`src/rtl/vga_timing_gen_if.sv`:
```
// Pixel-request bus between vga_timing_gen (master) and an external pixel source (slave).
interface vga_timing_gen_if;
  logic [9:0] pix_x;
  logic [9:0] pix_y;
  logic       pix_de;
  logic       frame_start;
  logic [7:0] in_r;
  logic [7:0] in_g;
  logic [7:0] in_b;

  modport master (
    output pix_x, pix_y, pix_de, frame_start,
    input  in_r, in_g, in_b
  );

  modport slave (
    input  pix_x, pix_y, pix_de, frame_start,
    output in_r, in_g, in_b
  );
endinterface

```
`src/rtl/vga_timing_gen.sv`:
```
// Parametrised VGA raster timing generator; sync/blank are delayed by PIX_LAT+1 to meet returned RGB.
// Optional feature macro: TEST_PATTERN_EN adds pat_sel and an 8-bar colour test pattern.
module vga_timing_gen #(
  parameter int H_SYNC   = 96,
  parameter int H_BP     = 48,
  parameter int H_ACTIVE = 640,
  parameter int H_FP     = 16,
  parameter int V_SYNC   = 2,
  parameter int V_BP     = 33,
  parameter int V_ACTIVE = 480,
  parameter int V_FP     = 10,
  parameter bit HS_POL   = 1'b0,
  parameter bit VS_POL   = 1'b0,
  parameter int PIX_LAT  = 2
) (
  input  logic              VGA_CLK,
  input  logic              reset,
  input  logic              en,
`ifdef TEST_PATTERN_EN
  input  logic              pat_sel,
`endif
  vga_timing_gen_if.master  pix,
  output logic [7:0]        VGA_R,
  output logic [7:0]        VGA_G,
  output logic [7:0]        VGA_B,
  output logic              VGA_HS,
  output logic              VGA_VS,
  output logic              VGA_BLANK_N
);

  localparam int H_TOTAL = H_SYNC + H_BP + H_ACTIVE + H_FP;
  localparam int V_TOTAL = V_SYNC + V_BP + V_ACTIVE + V_FP;

  // 11-bit bounds so an active window ending exactly at 1024 still compares correctly
  localparam logic [10:0] H_SYNC_C  = 11'(H_SYNC);
  localparam logic [10:0] H_START_C = 11'(H_SYNC + H_BP);
  localparam logic [10:0] H_END_C   = 11'(H_SYNC + H_BP + H_ACTIVE);
  localparam logic [10:0] H_LAST_C  = 11'(H_TOTAL - 1);
  localparam logic [10:0] V_SYNC_C  = 11'(V_SYNC);
  localparam logic [10:0] V_START_C = 11'(V_SYNC + V_BP);
  localparam logic [10:0] V_END_C   = 11'(V_SYNC + V_BP + V_ACTIVE);
  localparam logic [10:0] V_LAST_C  = 11'(V_TOTAL - 1);

  localparam int HS_B = 0;
  localparam int VS_B = 1;
  localparam int DE_B = 2;
`ifdef TEST_PATTERN_EN
  localparam int DW = 6;
  localparam int BAR_W = (H_ACTIVE >= 8) ? (H_ACTIVE / 8) : 1;
  localparam logic [9:0] BAR_W_C = 10'(BAR_W);

  // Bar index bits map straight onto inverted colour channels: 0 = white ... 7 = black
  function automatic logic [23:0] bar_rgb(input logic [2:0] idx);
    return {{8{~idx[1]}}, {8{~idx[2]}}, {8{~idx[0]}}};
  endfunction
`else
  localparam int DW = 3;
`endif

  logic [9:0]    h_cnt_r;
  logic [9:0]    v_cnt_r;
  logic [10:0]   h_ext_s;
  logic [10:0]   v_ext_s;
  logic          h_last_s;
  logic          v_last_s;
  logic          de_s;
  logic [9:0]    px_s;
  logic [9:0]    py_s;
  logic [DW-1:0] st0_s;
  logic [DW-1:0] st0_r;
  logic [DW-1:0] dl_out_s;
  logic [9:0]    pix_x_r;
  logic [9:0]    pix_y_r;
  logic          frame_start_r;
  logic [23:0]   rgb_s;

  assign h_ext_s = {1'b0, h_cnt_r};
  assign v_ext_s = {1'b0, v_cnt_r};

  // Raster decode of the current counter position
  always_comb begin
    h_last_s = (h_ext_s == H_LAST_C);
    v_last_s = (v_ext_s == V_LAST_C);
    de_s     = (h_ext_s >= H_START_C) && (h_ext_s < H_END_C) &&
               (v_ext_s >= V_START_C) && (v_ext_s < V_END_C);
    px_s     = h_cnt_r - H_START_C[9:0];
    py_s     = v_cnt_r - V_START_C[9:0];
    st0_s    = {DW{1'b0}};
    st0_s[HS_B] = (h_ext_s < H_SYNC_C);
    st0_s[VS_B] = (v_ext_s < V_SYNC_C);
    st0_s[DE_B] = de_s;
`ifdef TEST_PATTERN_EN
    if ((px_s / BAR_W_C) > 10'd7) begin
      st0_s[5:3] = 3'd7;
    end else begin
      st0_s[5:3] = 3'((px_s / BAR_W_C));
    end
`endif
  end

  // Horizontal/vertical position counters
  always_ff @(posedge VGA_CLK or negedge reset) begin
    if (!reset) begin
      h_cnt_r <= 10'd0;
      v_cnt_r <= 10'd0;
    end else if (en) begin
      if (h_last_s) begin
        h_cnt_r <= 10'd0;
        v_cnt_r <= v_last_s ? 10'd0 : (v_cnt_r + 10'd1);
      end else begin
        h_cnt_r <= h_cnt_r + 10'd1;
      end
    end
  end

  // Stage 0: pixel request and raw sync/blank registered from the counters
  always_ff @(posedge VGA_CLK or negedge reset) begin
    if (!reset) begin
      pix_x_r       <= 10'd0;
      pix_y_r       <= 10'd0;
      frame_start_r <= 1'b0;
      st0_r         <= {DW{1'b0}};
    end else if (en) begin
      pix_x_r       <= de_s ? px_s : 10'd0;
      pix_y_r       <= de_s ? py_s : 10'd0;
      frame_start_r <= (h_cnt_r == 10'd0) && (v_cnt_r == 10'd0);
      st0_r         <= st0_s;
    end
  end

  assign pix.pix_x       = pix_x_r;
  assign pix.pix_y       = pix_y_r;
  assign pix.pix_de      = st0_r[DE_B];
  assign pix.frame_start = frame_start_r;

  generate
    if (PIX_LAT == 0) begin : g_no_dl
      assign dl_out_s = st0_r;
    end else begin : g_dl
      logic [DW-1:0] dl_r [PIX_LAT];

      // Delay line matching the pixel source read latency
      always_ff @(posedge VGA_CLK or negedge reset) begin
        if (!reset) begin
          for (int i = 0; i < PIX_LAT; i++) begin
            dl_r[i] <= {DW{1'b0}};
          end
        end else if (en) begin
          dl_r[0] <= st0_r;
          for (int i = 1; i < PIX_LAT; i++) begin
            dl_r[i] <= dl_r[i-1];
          end
        end
      end

      assign dl_out_s = dl_r[PIX_LAT-1];
    end
  endgenerate

  // Colour select: blanked pixels are forced black
  always_comb begin
    rgb_s = 24'd0;
    if (dl_out_s[DE_B]) begin
`ifdef TEST_PATTERN_EN
      if (pat_sel) begin
        rgb_s = bar_rgb(dl_out_s[5:3]);
      end else begin
        rgb_s = {pix.in_r, pix.in_g, pix.in_b};
      end
`else
      rgb_s = {pix.in_r, pix.in_g, pix.in_b};
`endif
    end else begin
      rgb_s = 24'd0;
    end
  end

  // Final output register towards the DAC
  always_ff @(posedge VGA_CLK or negedge reset) begin
    if (!reset) begin
      VGA_R       <= 8'd0;
      VGA_G       <= 8'd0;
      VGA_B       <= 8'd0;
      VGA_HS      <= ~HS_POL;
      VGA_VS      <= ~VS_POL;
      VGA_BLANK_N <= 1'b0;
    end else if (en) begin
      {VGA_R, VGA_G, VGA_B} <= rgb_s;
      VGA_HS      <= dl_out_s[HS_B] ? HS_POL : ~HS_POL;
      VGA_VS      <= dl_out_s[VS_B] ? VS_POL : ~VS_POL;
      VGA_BLANK_N <= dl_out_s[DE_B];
    end
  end

endmodule

```
`src/flat_wrapper.sv`:
```
// flat-port wrapper written by rule: the top's interface ports become plain ports
module vga_timing_gen_flat 
#(
  parameter int H_SYNC   = 96,
  parameter int H_BP     = 48,
  parameter int H_ACTIVE = 640,
  parameter int H_FP     = 16,
  parameter int V_SYNC   = 2,
  parameter int V_BP     = 33,
  parameter int V_ACTIVE = 480,
  parameter int V_FP     = 10,
  parameter bit HS_POL   = 1'b0,
  parameter bit VS_POL   = 1'b0,
  parameter int PIX_LAT  = 2
)
  (VGA_CLK, reset, en, VGA_R, VGA_G, VGA_B, VGA_HS, VGA_VS, VGA_BLANK_N, pix_pix_x, pix_pix_y, pix_pix_de, pix_frame_start, pix_in_r, pix_in_g, pix_in_b);
  vga_timing_gen_if pix_i ();
  input  logic VGA_CLK;
  input  logic reset;
  input  logic en;
  output logic [7:0] VGA_R;
  output logic [7:0] VGA_G;
  output logic [7:0] VGA_B;
  output logic VGA_HS;
  output logic VGA_VS;
  output logic VGA_BLANK_N;
  output wire logic [$bits(pix_i.pix_x)-1:0] pix_pix_x;
  output wire logic [$bits(pix_i.pix_y)-1:0] pix_pix_y;
  output wire logic [$bits(pix_i.pix_de)-1:0] pix_pix_de;
  output wire logic [$bits(pix_i.frame_start)-1:0] pix_frame_start;
  input wire logic [$bits(pix_i.in_r)-1:0] pix_in_r;
  input wire logic [$bits(pix_i.in_g)-1:0] pix_in_g;
  input wire logic [$bits(pix_i.in_b)-1:0] pix_in_b;
  assign pix_pix_x = pix_i.pix_x;
  assign pix_pix_y = pix_i.pix_y;
  assign pix_pix_de = pix_i.pix_de;
  assign pix_frame_start = pix_i.frame_start;
  assign pix_i.in_r = pix_in_r;
  assign pix_i.in_g = pix_in_g;
  assign pix_i.in_b = pix_in_b;
  vga_timing_gen #(.H_SYNC(H_SYNC), .H_BP(H_BP), .H_ACTIVE(H_ACTIVE), .H_FP(H_FP), .V_SYNC(V_SYNC), .V_BP(V_BP), .V_ACTIVE(V_ACTIVE), .V_FP(V_FP), .HS_POL(HS_POL), .VS_POL(VS_POL), .PIX_LAT(PIX_LAT)) u_core (.VGA_CLK(VGA_CLK), .reset(reset), .en(en), .pix(pix_i), .VGA_R(VGA_R), .VGA_G(VGA_G), .VGA_B(VGA_B), .VGA_HS(VGA_HS), .VGA_VS(VGA_VS), .VGA_BLANK_N(VGA_BLANK_N));
endmodule
```
`config.mk`:
```
export PLATFORM = sky130hd
export DESIGN_NAME = vga_timing_gen_flat
export DESIGN_NICKNAME = d
export VERILOG_FILES = /design/src/rtl/vga_timing_gen_if.sv /design/src/rtl/vga_timing_gen.sv /design/src/flat_wrapper.sv
export SDC_FILE = /design/constraint.sdc
export NUM_CORES = 1
export LEC_CHECK = 0
export CORE_ASPECT_RATIO = 0.8
export CORE_MARGIN = 3
export CORE_UTILIZATION = 56
export DETAILED_ROUTE_END_ITERATION = 16
export GPL_TIMING_DRIVEN = 0
export PLACE_DENSITY = 0.85
export REMOVE_ABC_BUFFERS = 1
export SLEW_MARGIN = 10
export SYNTH_ARGS = -nofsm -noshare
export SYNTH_HDL_FRONTEND = slang
export SYNTH_SLANG_ARGS = --single-unit
```
`constraint.sdc`:
```
create_clock -name VGA_CLK -period 4.9 [get_ports VGA_CLK]
set_input_delay 0.98 -clock VGA_CLK [delete_from_list [all_inputs] [get_ports VGA_CLK]]
set_output_delay 0.98 -clock VGA_CLK [all_outputs]
set_load 0.01 [all_outputs]
```
* Yosys cells after proc, flatten, opt, wreduce, memory -nomap -nowiden *
Index checks and enable logic that the tools add are counted.

word-level totals
  register bits after elaboration = 77
  bits of input ports = 27
  output and inout bits = 49
  word-level logic and storage cells = 40

cells by class
  add/sub/neg operators = 4
  order comparisons = 6
  equality and inequality tests = 2
  mux-type cells = 7
  reductions and logical operators = 7

operators with widths
  operator                                                                number
  10-bit 2-to-1 mux                                                       4
  24-bit 2-to-1 mux                                                       1
  10-bit by 1-bit adder with 10-bit output, second input constant         2
  10-bit == test, second input constant                                   2
  10-bit zero test                                                        2
  10-bit < comparator, second input constant                              2
  10-bit by 6-bit >= comparator with 1-bit output, second input constant  1
  10-bit by 8-bit >= comparator with 1-bit output, second input constant  1
  10-bit by 2-bit < comparator with 1-bit output, second input constant   1
  10-bit by 7-bit < comparator with 1-bit output, second input constant   1
  10-bit by 6-bit subtractor with 10-bit output, second input constant    1
  10-bit by 8-bit subtractor with 10-bit output, second input constant    1
  1-bit logical AND                                                       4
  1-bit 2-to-1 mux                                                        2
  2-bit AND reduction                                                     1

* Depth between registers and ports, before layout *
  word-level depth = 5
  depth in mapped cells = 7
  mapped depth without buffers = 6

* Least setup slack after synthesis *
Ideal clock, no wire load.

  path type = input to register
  from = input en
  to = register u_core.v_cnt_r[9]
  setup time = 0.125 ns
  arrival = 2.047 ns
  data required time = 4.775 ns
  setup slack = 2.729 ns
  cell stages on the path = 6
  buffers on the path = 2
  cells stage by stage = buf_6 -> and4_2 -> and3_1 -> buf_2 -> and2_1 -> mux2_2

on the way
  word-level cells in the longest chain between the ends = 1

RTL lines
  what                           line                   source
  start: declaration             flat_wrapper.sv:20     input logic en;
  2-bit AND reduction (no line)  n/a
  end signal: assignment         vga_timing_gen.sv:109  v_cnt_r <= v_last_s ? 10'd0 : (v_cnt_r + 10'd1);
  end: declaration               vga_timing_gen.sv:61   logic [9:0] v_cnt_r;

Every way passes these cells.
A chain may end at the register's enable or synchronous reset.

* Worst setup path after layout *
  from = register u_core.v_cnt_r[0]
  to = register u_core.pix_y_r[9] (netlist: u_core.pix.pix_y[9])

on the way
  word-level cells in the longest chain between the ends = 4
  elaborated cells between the ends (all ways) = 6
  classes of those cells = 1 x add/sub; 2 x order compare; 1 x mux; 2 x reduce/logical

RTL lines
  what                                             line                   source
  10-bit by 6-bit >= comparator with 1-bit output  vga_timing_gen.sv:85   (v_ext_s >= V_START_C) && (v_ext_s < V_END_C);
  1-bit logical AND                                vga_timing_gen.sv:84   de_s = (h_ext_s >= H_START_C) && (h_ext_s < H_END_C) &&
  1-bit logical AND                                vga_timing_gen.sv:85
  10-bit 2-to-1 mux *                              vga_timing_gen.sv:125  pix_y_r <= de_s ? py_s : 10'd0;
  end signal: assignment                           vga_timing_gen.sv:125
  end: declaration                                 vga_timing_gen.sv:73   logic [9:0] pix_y_r;

Every way passes the cells marked *; elsewhere a longest branch is shown, timed or not.

==> results.md <==
* 2550 ps — Min Clock Period, post-route
* 4840 µm² — cell area after layout
* 0.233 mV — worst IR drop on VDD
* 100% — async set or reset register ratio after synthesis
* 35.6% — Rel. slew slack
* 498 — Cells after DPL
* 9 — CTS Buf Count
* u_core.dl_out_s[1] — beginning of the worst hold path
* 350 ps — clock latency of the later-clocked register in the worst-skew pair
* 47.0% — Sequential Power Share
* 1.57 mW — Total Power
* 0.460 mW — switching pwr
* u_core.VGA_VS — end point of the worst hold path
* 0 — Post-CTS Hold Fix Bufs
* 966 ps — slew at the pin closest to its max-slew limit
* 76 — number of placed I/O pins
* 2350 ps — flop-to-flop setup slack
* 99.4 µm — Chip Width
* dfrtp_1 — area leader, netlist
* 460 — number of nets in the layout
* 0 — # diodes
* 4 — first-pass iteration count of the detailed router
* 434 — fill cell instance count of the final layout
* ha_1, o41ai_2, a21oi_1, a31oi_4, o32ai_2 — ordered list of cells on the worst path
* reg -> reg — crit path kind
* 0 — number of antenna violations at the first check in global routing
* 21 — maximum fanout along the worst path
* u_core.v_cnt_r[0] — reg2reg start
* 29.3% — Net Sw Frac
* 75 — count of input and output buffers
* 0 — count of max-cap constraint violations
* 2,839 — vias in the first global route
* 73.6% — Post-Route Utilization
* 5560 µm — post-detail-place hpwl
* 0.855 — Routability Congestion
* 0 — count of pins over their slew limit
* 26 — placement row count
* 324 nW/µm² — Power per Cell Area
* 0 — Post CTS Setup Buffer Count
* 0 — quantity of gates resized following cts
* 77 — register bit total from synthesis
* dfrtp_1 — Main synth FF type
* 49.3% — share of the yosys chip area belonging to registers
* register — Setup crit end kind
* 1 — Hold Path Cell Cnt
* 393 MHz — Max Clock Freq
* 0 — leftover overflow at the end of global routing
* 0 — final hold violations
* 8200 µm — drt total wl
* 0 — WP buf/inv
* 13,800 µm — first-pass GRT wire length
* compound AO/OA/AOI/OAI gates — dominant delay contributor by cell family on the critical path
* clkbuf_8 — buffer type at the clock tree root
* 0 ps — setup total negative slack
* 73 — maximum number of pins on one net before global-route repair
* 0 — Post-synth EDFFs
* 5.46 — via/cell ratio
* 33.4% — clock share of power
* 2 — clk buf depth
* 48.0% — proportion of netlist area held by the largest area contributor
* 4620 µm² — Area after DPL
* 0 — DRC violation count after routing
* 5 — r2r worst-path depth
* 10.7 µm² — average cell area after synthesis
* u_core.pix.pix_y[9] — end of the worst register-to-register path
* 2740 ps — Critical Path AT
* completed — status
* 0 — antenna-violating nets left
* 23.7% — Area Overhead vs Synth
* 8030 µm² — die outline area
* 0 — Setup Viol. Count Final
* 16.0 µm — wire length per cell
* 10.6 ps — Fin Clk Skew
* 1.11 mW — Int Power
* 2.04 nW — leakage power figure
* 2,807 — count of vias placed by the detailed router
* 5100 ps — Required @ worst endpoint
* dfrtp_1 48%, o32ai_2 7.9%, inv_1 5.7%, o21ai_0 4.5%, nand3_1 3.5% — dominant cells by area after synthesis
* 3910 µm² — Mapped Area
* 13.5% — fraction of final layout cells with drive strength greater than 1
* 185 — violation count after the first detailed-routing iteration
* 54 — unique cell type count in the Yosys netlist
* 80 ps — clock-pin transition on the worst setup and hold timing paths
* dfrtp_1 — leading cell type in the layout, fill and taps excluded
* 21.5% — global routing usage summed across all routing layers
* a31oi_4 — cell type of the slowest stage on the worst timing path
* no — setup repair after global routing missed its margin
* reg -> reg — Tightest Hold Check Type
* 366 — synthesized instance count
* 77 — TritonCTS Sinks
* 790 ps — Largest stage delay, worst path
* 6570 µm² — Core ar.
* 514 — post-route insts no fill
* yes — CTS tree
* 3 — Clock H-tree levels
* 59.5% — Initial Utilization
* register — sort of element at the start of the critical path
* 51.9% — post-route fraction of the period consumed by the critical path
* 75 x dfrtp_1, 73 x clkdlybuf4s50_1, 59 x inv_1 — leading cell types in the layout, fill and taps excluded
* 0 — Yosys warning total
* 19.6% — combinational share of power
* 80.8 µm — die height
-- through the flow --
stage	setup WS (ps)	hold WS (ps)
global placement	-1120	398
finish	2350	420
floorplan	2600	388
CTS	2340	427
global route	2180	444
detailed placement	2310	415
-- cell families (layout without fill, tap and decap cells) --
| group | after synthesis | count (layout) | share of synthesized area, % |
|---|---|---|---|
| flip-flops | 77 | 77 | 49.3 |
| adder cells (fa/ha/maj) | 8 | 8 | 2.56 |
| AND/OR/NAND/NOR | 82 | 82 | 11.8 |
| XOR/XNOR | 20 | 20 | 4.48 |
| AO/OA/AOI/OAI | 80 | 80 | 17.8 |
| multiplexers | 11 | 11 | 3.10 |
| buffers and inverters | 88 | 152 | 10.9 |
-- area by class of cell --
type	instances	area (µm²)	area share, %
flip-flops and latches	77	1930	39.9
multi-input cells	201	1570	32.4
repair buffers	77	801	16.6
inverters	59	221	4.58
clock buffers	11	141	2.92
well taps	84	105	2.17
clock inverters	5	75.1	1.55
-- synthesized netlist by cell type (all sizes together) (2+ instances only) --
cell type     n
dfstp         2
nand3        27
dfrtp        75
mux2          9
xnor2        15
xor2          5
nor3          6
ha            8
nor4          5
o21ai        35
or3           2
mux2i         2
a21oi         8
dlygate4sd1   2
nand2b        2
inv          59
and3          4
o32ai        20
clkbuf       11
nor2          7
a31oi         2
buf          16
nand2        15
o31ai         2
nand4         7
-- sequential cells by signal, indices dropped and copies added, names as in the netlist --
signal                  count
u_core.VGA_VS               1
u_core.v_cnt_r             10
u_core.VGA_HS               1
u_core.dl_out_s             3
u_core.st0_r                3
u_core.g_dl.dl_r            3
u_core.VGA_B                8
u_core.pix.frame_start      1
u_core.pix.pix_x           10
u_core.pix.pix_y           10
u_core.VGA_G                8
u_core.VGA_BLANK_N          1
u_core.h_cnt_r             10
u_core.VGA_R                8
-- power groups by stage --
| stage | sequential, mW | clock [mW] | combinational [mW] |
|---|---|---|---|
| CTS | 0.737 | 0.535 | 0.311 |
| finish | 0.737 | 0.523 | 0.307 |
| global route | 0.748 | 0.561 | 0.338 |
| detailed placement | 0.750 | 0 | 0.310 |
| floorplan | 0.735 | 0 | 0.206 |
| global placement | 0.746 | 0 | 0.291 |
-- per-layer routing --
| metal | wire length [µm] | track usage [%] | vias up |
|---|---|---|---|
| li1 | - | - | 1372 |
| met1 | 3760 | 30.0 | 1345 |
| met2 | 3880 | 33.2 | 77 |
| met3 | 431 | 5.32 | 13 |
| met4 | 128 | 7.23 | 0 |
| met5 | 0 | 0 | - |
-- worst max-delay path by stage --
stage,start,end,depth (start not counted)
2_1_floorplan,u_core.h_cnt_r[4],u_core.pix.pix_x[6],6
3_3_place_gp,en,u_core.pix.pix_x[3],3
3_5_place_dp,en,u_core.v_cnt_r[9],5
4_1_cts,u_core.v_cnt_r[0],u_core.pix.pix_y[9],5
5_1_grt,u_core.v_cnt_r[0],u_core.pix.pix_x[6],5
6_report,u_core.v_cnt_r[0],u_core.pix.pix_y[9],5
Note: power is estimated with default switching activity, not from simulation.
